**config.mk**
```make
export PLATFORM = sky130hd
export DESIGN_NAME = axi_rd_router
export DESIGN_NICKNAME = d
export VERILOG_FILES = /design/src/rtl/axi_rd_router.sv
export SDC_FILE = /design/constraint.sdc
export NUM_CORES = 1
export LEC_CHECK = 0
export ABC_AREA = 1
export BUFFER_PORTS_ARGS = -buffer_cell sky130_fd_sc_hd__buf_2
export CORE_AREA = 2 2 121 123
export DETAILED_ROUTE_END_ITERATION = 12
export DIE_AREA = 0 0 123 125
export HOLD_SLACK_MARGIN = 0.05
export PLACE_DENSITY = 0.61
export SYNTH_ARGS = -nofsm -noshare
export SYNTH_HDL_FRONTEND = slang
export SYNTH_SLANG_ARGS = --single-unit
```
**constraint.sdc**
```tcl
create_clock -name aclk -period 1.55 [get_ports aclk]
set_input_delay 0.155 -clock aclk [delete_from_list [all_inputs] [get_ports aclk]]
set_output_delay 0.155 -clock aclk [all_outputs]
set_load 0.01 [all_outputs]
```
**src/rtl/axi_rd_router.sv**
```systemverilog
// axi_rd_router: AXI4 read-channel router, one upstream master to NUM_SLAVES slaves.
// The slave is chosen from araddr[SEL_LSB +: SEL_W]. Each AR is registered, forwarded
// to the decoded slave, and the R path is then locked to that slave until RLAST.
// Only one burst is outstanding at a time.
// Optional feature macro: AXI_RD_ROUTER_DECERR_EN
//   defined   -> unmapped indices get an internal DECERR burst (arlen+1 beats)
//   undefined -> unmapped indices are routed to the last slave (NUM_SLAVES-1)
module axi_rd_router #(
  parameter int NUM_SLAVES = 4,
  parameter int ID_W       = 4,
  parameter int ADDR_W     = 32,
  parameter int DATA_W     = 32,
  parameter int SEL_LSB    = 28,
  parameter int SEL_W      = 3
) (
  input  logic                       aclk,
  input  logic                       areset,
  input  logic [ID_W-1:0]            us_arid,
  input  logic [ADDR_W-1:0]          us_araddr,
  input  logic [7:0]                 us_arlen,
  input  logic [2:0]                 us_arsize,
  input  logic [1:0]                 us_arburst,
  input  logic                       us_arvalid,
  output logic                       us_arready,
  output logic [ID_W-1:0]            us_rid,
  output logic [DATA_W-1:0]          us_rdata,
  output logic [1:0]                 us_rresp,
  output logic                       us_rlast,
  output logic                       us_rvalid,
  input  logic                       us_rready,
  output logic [ID_W-1:0]            ds_arid,
  output logic [ADDR_W-1:0]          ds_araddr,
  output logic [7:0]                 ds_arlen,
  output logic [2:0]                 ds_arsize,
  output logic [1:0]                 ds_arburst,
  output logic [NUM_SLAVES-1:0]      ds_arvalid,
  input  logic [NUM_SLAVES-1:0]      ds_arready,
  input  logic [NUM_SLAVES*ID_W-1:0] ds_rid,
  input  logic [NUM_SLAVES*DATA_W-1:0] ds_rdata,
  input  logic [NUM_SLAVES*2-1:0]    ds_rresp,
  input  logic [NUM_SLAVES-1:0]      ds_rlast,
  input  logic [NUM_SLAVES-1:0]      ds_rvalid,
  output logic [NUM_SLAVES-1:0]      ds_rready,
  output logic                       busy
);

  localparam int SW = (NUM_SLAVES > 1) ? $clog2(NUM_SLAVES) : 1;
  localparam logic [SEL_W:0] NUM_S = (SEL_W+1)'(NUM_SLAVES);
  localparam logic [SW-1:0]  DEF_SLAVE = SW'(NUM_SLAVES - 1);

  typedef enum logic [1:0] {
    IDLE = 2'd0,
    ADDR = 2'd1,
    DATA = 2'd2,
    ERR  = 2'd3
  } state_t;

  state_t            state;
  state_t            state_nxt;
  logic [ID_W-1:0]   cap_id;
  logic [ADDR_W-1:0] cap_addr;
  logic [7:0]        cap_len;
  logic [2:0]        cap_size;
  logic [1:0]        cap_burst;
  logic [SW-1:0]     sel;
  logic [SEL_W-1:0]  idx;
  logic              mapped;
`ifdef AXI_RD_ROUTER_DECERR_EN
  logic [7:0]        cnt;
`endif

  assign idx    = us_araddr[SEL_LSB +: SEL_W];
  assign mapped = ({1'b0, idx} < NUM_S);

  // The downstream AR fields are the capture registers, broadcast to every slave.
  assign ds_arid    = cap_id;
  assign ds_araddr  = cap_addr;
  assign ds_arlen   = cap_len;
  assign ds_arsize  = cap_size;
  assign ds_arburst = cap_burst;

  // State register, AR capture and (optionally) the DECERR beat counter.
  always_ff @(posedge aclk) begin
    if (areset) begin
      state     <= IDLE;
      cap_id    <= '0;
      cap_addr  <= '0;
      cap_len   <= 8'd0;
      cap_size  <= 3'd0;
      cap_burst <= 2'd0;
      sel       <= '0;
`ifdef AXI_RD_ROUTER_DECERR_EN
      cnt       <= 8'd0;
`endif
    end else begin
      state <= state_nxt;
      if (state == IDLE && us_arvalid) begin
        cap_id    <= us_arid;
        cap_addr  <= us_araddr;
        cap_len   <= us_arlen;
        cap_size  <= us_arsize;
        cap_burst <= us_arburst;
        sel       <= mapped ? SW'(idx) : DEF_SLAVE;
      end
`ifdef AXI_RD_ROUTER_DECERR_EN
      if (state == ERR && us_rready) begin
        if (cnt == cap_len) begin
          cnt <= 8'd0;
        end else begin
          cnt <= cnt + 8'd1;
        end
      end
`endif
    end
  end

  // Next-state decode and handshake/R-path muxing; everything is forced low during reset.
  always_comb begin
    state_nxt  = state;
    us_arready = 1'b0;
    us_rid     = '0;
    us_rdata   = '0;
    us_rresp   = 2'b00;
    us_rlast   = 1'b0;
    us_rvalid  = 1'b0;
    ds_arvalid = '0;
    ds_rready  = '0;
    busy       = (state != IDLE);
    case (state)
      IDLE: begin
        us_arready = 1'b1;
        if (us_arvalid) begin
`ifdef AXI_RD_ROUTER_DECERR_EN
          state_nxt = mapped ? ADDR : ERR;
`else
          state_nxt = ADDR;
`endif
        end
      end
      ADDR: begin
        ds_arvalid[sel] = 1'b1;
        if (ds_arready[sel]) begin
          state_nxt = DATA;
        end
      end
      DATA: begin
        us_rid          = ds_rid[sel*ID_W +: ID_W];
        us_rdata        = ds_rdata[sel*DATA_W +: DATA_W];
        us_rresp        = ds_rresp[sel*2 +: 2];
        us_rlast        = ds_rlast[sel];
        us_rvalid       = ds_rvalid[sel];
        ds_rready[sel]  = us_rready;
        if (us_rvalid && us_rready && us_rlast) begin
          state_nxt = IDLE;
        end
      end
`ifdef AXI_RD_ROUTER_DECERR_EN
      ERR: begin
        us_rvalid = 1'b1;
        us_rid    = cap_id;
        us_rresp  = 2'b11;
        us_rlast  = (cnt == cap_len);
        if (us_rready && us_rlast) begin
          state_nxt = IDLE;
        end
      end
`endif
      default: begin
        state_nxt = IDLE;
      end
    endcase
    if (areset) begin
      us_arready = 1'b0;
      us_rid     = '0;
      us_rdata   = '0;
      us_rresp   = 2'b00;
      us_rlast   = 1'b0;
      us_rvalid  = 1'b0;
      ds_arvalid = '0;
      ds_rready  = '0;
      busy       = 1'b0;
    end else begin
      busy = busy;
    end
  end

endmodule

```
==> flow_results.xml <==
<?xml version="1.0" encoding="UTF-8"?>
<metrics>
  <group name="detailed_routing">
    <metric name="drtAntennaViolNets" unit="">0</metric>
    <metric name="drc" unit="">0</metric>
    <metric name="routed-via-count" unit="">4928</metric>
    <metric name="drt-wirelength-per-cell" unit="um">16.73</metric>
    <metric name="routed_wl" unit="um">16780</metric>
    <metric name="drt_first_iter_violations" unit="">182</metric>
    <metric name="post_detailed_route_via_to_cell_ratio" unit="">4.913</metric>
    <metric name="first_pass_iters" unit="">4</metric>
  </group>
  <group name="yosys">
    <metric name="main_combinational_cell_family_by_area_after_synthesis" unit="">simple AND/OR/NAND/NOR gates</metric>
    <metric name="yosys-mux-area-fraction" unit="%">0</metric>
    <metric name="synthesis.nets" unit="">719</metric>
    <metric name="area_share_of_xor_xnor_cells_in_the_synthesized_design" unit="%">0</metric>
    <metric name="postSynthRegisterBits" unit="">53</metric>
    <metric name="netlist_instances" unit="">502</metric>
    <metric name="yosys_warnings" unit="">0</metric>
    <metric name="synth.yosys.seq_area_share" unit="%">32.48</metric>
    <metric name="synthAdderAreaFrac" unit="%">0</metric>
    <metric name="mappedNetlistArea" unit="sq um">3267</metric>
    <metric name="simple_gate_fraction_of_synth_area" unit="%">38.53</metric>
    <metric name="mapped_avg_cell_area" unit="sq um">6.508</metric>
    <metric name="synth_cell_types" unit="">20</metric>
    <metric name="synth_compound_area_share" unit="%">18.58</metric>
  </group>
  <group name="clock_tree">
    <metric name="cts-buffers-inserted" unit="">5</metric>
    <metric name="cts_num_sinks" unit="">53</metric>
    <metric name="clkSlewWorstSetupHoldPaths" unit="ps">70</metric>
    <metric name="ctsLongestPathBuffers" unit="">2</metric>
    <metric name="clock_tree_from_tritoncts" unit="">done</metric>
    <metric name="cts_h_tree_depth" unit="">2</metric>
    <metric name="cts-hold-fix-buffers" unit="">0</metric>
    <metric name="worst_skew_pair.late_latency" unit="ps">290</metric>
    <metric name="cts-root-buf" unit="">sky130_fd_sc_hd__clkbuf_16</metric>
  </group>
  <group name="pwr">
    <metric name="power_switching_share" unit="%">36.11</metric>
    <metric name="power.leakage" unit="nW">2.960</metric>
    <metric name="internal_power" unit="W">0.003265</metric>
    <metric name="netSwitchingPower" unit="W">0.001845</metric>
    <metric name="power_frac_comb" unit="%">42.3</metric>
    <metric name="power_density" unit="nW/um^2">828.5</metric>
    <metric name="vdd_drop_max" unit="mV">0.7312</metric>
    <metric name="seqPwrFrac" unit="%">31.8</metric>
    <metric name="power_frac_clock" unit="%">25.9</metric>
  </group>
  <group name="die">
    <metric name="core" unit="sq um">14200</metric>
    <metric name="floorplan.io_pins" unit="">316</metric>
    <metric name="die_height" unit="um">125</metric>
    <metric name="full_die_area" unit="sq um">15380</metric>
    <metric name="rows" unit="">44</metric>
    <metric name="initial_utilization" unit="%">23.00</metric>
    <metric name="die_width" unit="um">123</metric>
  </group>
  <group name="timing">
    <metric name="slew_violations" unit="">0</metric>
    <metric name="hold-worst-slack" unit="ps">104.3</metric>
    <metric name="worst_slew_pin_slew" unit="ps">402.4</metric>
    <metric name="final.setup.worst_slack" unit="ps">-160.5</metric>
    <metric name="grt_setup_unrepaired" unit="">yes</metric>
    <metric name="fin_setup_tns" unit="ps">-4807</metric>
    <metric name="maxClockFrequency" unit="MHz">584.6</metric>
    <metric name="maxSlewHeadroom" unit="%">73.17</metric>
    <metric name="report.final.hold_viol_count" unit="">0</metric>
    <metric name="period_needed" unit="ps">1711</metric>
    <metric name="finalClockSkew" unit="ps">6.258</metric>
    <metric name="timing.final.setup_violations" unit="">42</metric>
    <metric name="post_route_clock_period_utilization" unit="%">110.4</metric>
  </group>
  <group name="critical_path">
    <metric name="start_to_end_type_of_the_worst_setup_path" unit="">flip-flop to output pin</metric>
    <metric name="critical_path_arrival" unit="ps">1560</metric>
    <metric name="critical_path.max_fanout" unit="">8</metric>
    <metric name="setup.worst_path.end_class" unit="">output pin</metric>
    <metric name="critical-path-max-stage-delay" unit="ps">390</metric>
    <metric name="worstPathCellList" unit="">nor2_4 -&gt; buf_6 -&gt; buf_12 -&gt; nand2_2 -&gt; a41oi_2 -&gt; buf_2</metric>
    <metric name="crit_path_top_delay_cell" unit="">sky130_fd_sc_hd__dfxtp_4</metric>
    <metric name="worst-endpoint-required" unit="ps">1390</metric>
    <metric name="worst_setup_path_start_kind" unit="">flip-flop</metric>
    <metric name="cpLargestDelayFamily" unit="">buffers and inverters</metric>
    <metric name="timing.critical_path.buf_inv" unit="">3</metric>
  </group>
  <group name="cells_and_area">
    <metric name="post-route-util" unit="%">43.42</metric>
    <metric name="stdcell_area" unit="sq um">6167</metric>
    <metric name="syn_to_final_growth" unit="%">88.78</metric>
    <metric name="mostFrequentLayoutCells" unit="">309 x sky130_fd_sc_hd__buf_2, 98 x sky130_fd_sc_hd__nor2_1, 80 x sky130_fd_sc_hd__nand3_1</metric>
    <metric name="final_net_count" unit="">1033</metric>
    <metric name="mostFrequentLayoutCell" unit="">sky130_fd_sc_hd__buf_2</metric>
    <metric name="drive_gt1_share" unit="%">56.92</metric>
  </group>
  <group name="run">
    <metric name="maxCapViolCount" unit="">0</metric>
  </group>
  <group name="place">
    <metric name="post_dp_cell_area" unit="sq um">4986</metric>
    <metric name="place_ws" unit="ps">77.62</metric>
    <metric name="gp_routability_congestion" unit="">0.8459</metric>
    <metric name="detailed_place_hpwl" unit="um">11200</metric>
    <metric name="io_buffer_count" unit="">315</metric>
  </group>
  <group name="global_route">
    <metric name="grt_pass1_vias" unit="">4736</metric>
    <metric name="globalRouteTotalUtil" unit="%">19.42</metric>
    <metric name="antenna_found_initial" unit="">2</metric>
    <metric name="grt_pass1_wl" unit="um">23710</metric>
    <metric name="grt_remaining_overflow" unit="">0</metric>
    <metric name="grt_start_max_net_pins" unit="">50</metric>
  </group>
  <group name="status">
    <metric name="status" unit="">finished, violations left</metric>
    <metric name="violated_checks" unit="">setup timing</metric>
  </group>
  <group name="min_path">
    <metric name="timing.hold.worst.class" unit="">input pin to flip-flop</metric>
  </group>
</metrics>
-- worst min-delay path, cell delays in order --
cell and delay, ps:
sky130_fd_sc_hd__buf_2 70, sky130_fd_sc_hd__o21ai_0 70, sky130_fd_sc_hd__nor2_1 70
-- synth_stat cells --
library cell               count  share of area (%)
sky130_fd_sc_hd__nand3_1      80                 12
sky130_fd_sc_hd__nor2_1      104                 12
sky130_fd_sc_hd__inv_2         2               0.23
sky130_fd_sc_hd__a21oi_1       5               0.77
sky130_fd_sc_hd__a41oi_1      38                 10
sky130_fd_sc_hd__nor2_4        3                1.0
sky130_fd_sc_hd__buf_2        27                4.1
sky130_fd_sc_hd__o21ai_1       2               0.31
sky130_fd_sc_hd__inv_1         7               0.80
sky130_fd_sc_hd__buf_4         4               0.92
sky130_fd_sc_hd__nand2_4       1               0.34
sky130_fd_sc_hd__o21ai_0      44                6.7
sky130_fd_sc_hd__inv_4         1               0.19
sky130_fd_sc_hd__dfxtp_1      53                 32
sky130_fd_sc_hd__nand2_1     111                 13
sky130_fd_sc_hd__buf_6        10                3.4
sky130_fd_sc_hd__nand4_1       1               0.19
sky130_fd_sc_hd__o22ai_1       1               0.19
sky130_fd_sc_hd__a31oi_1       2               0.38
sky130_fd_sc_hd__clkbuf_1      6               0.69
-- sequential cells by signal (all words and copies together) (netlist names) --
register    count
state           2
sel             2
ds_arsize       3
ds_arid         4
ds_arburst      2
ds_araddr      32
ds_arlen        8
-- worst paths after layout --
path                                    start            end  slack [ps]  depth (start not counted)
worst min-delay path            us_araddr[11]  ds_araddr[11]         100                          3
worst min register to register  ds_araddr[29]  ds_araddr[29]         470                          2
worst max register to register       state[0]  ds_arburst[0]         160                          6
worst max-delay path                   sel[0]      us_rid[3]        -160                          6
-- cell type report --
cell class | instances | area [sq um]
diodes | 2 | 5.005
well taps | 184 | 230.2
fillers | 1518 | 8036
flip-flops and latches | 53 | 1074
inverters | 10 | 67.56
clock inverters | 3 | 50.05
clock buffers | 5 | 125.1
multi-input cells | 392 | 2376
repair buffers | 354 | 2240
-- power groups by stage --
| stage | combinational (W) | sequential, W | clock [W] |
|---|---|---|---|
| 4_1_cts | 0.00200 | 0.00162 | 0.00137 |
| 6_report | 0.00216 | 0.00163 | 0.00132 |
| 3_5_place_dp | 0.00161 | 0.00166 | 0 |
| 5_1_grt | 0.00235 | 0.00165 | 0.00142 |
| 2_1_floorplan | 0.000856 | 0.00171 | 0 |
| 3_3_place_gp | 0.00162 | 0.00165 | 0 |
-- metrics by stage --
| step | std cells | total power (W) |
|---|---|---|
| 2_1_floorplan | 502 | 0.002568 |
| 3_3_place_gp | 972 | 0.003272 |
| 3_5_place_dp | 972 | 0.003271 |
| 4_1_cts | 997 | 0.004996 |
| 5_1_grt | 1002 | 0.005416 |
| 6_report | 1003 | 0.005110 |
-- routing by layer --
| metal | global-route usage (%) | part of all wire [%] | routed length [um] | up-vias |
|---|---|---|---|---|
| met3 | 5.018 | 9.7 | 1623 | 30 |
| met2 | 36.14 | 52 | 8686 | 269 |
| met5 | 0 | 0.077 | 13 | - |
| met4 | 6.618 | 2.3 | 392 | 2 |
| li1 | - | - | - | 2343 |
| met1 | 20.86 | 36 | 6064 | 2284 |
-- logic make-up after synthesis --
logic type      count (synthesis)
simple gates                  300
buf+inv                        57
compound gates                 92
flops                          53
-- timing repair --
item,in CTS,in global routing
buffers inserted,12,2
pin swaps,7,19
endpoints found under the setup margin,47,86
gates resized for setup,75,76
gates cloned,7,4
Power figures use the tool's default switching activity.
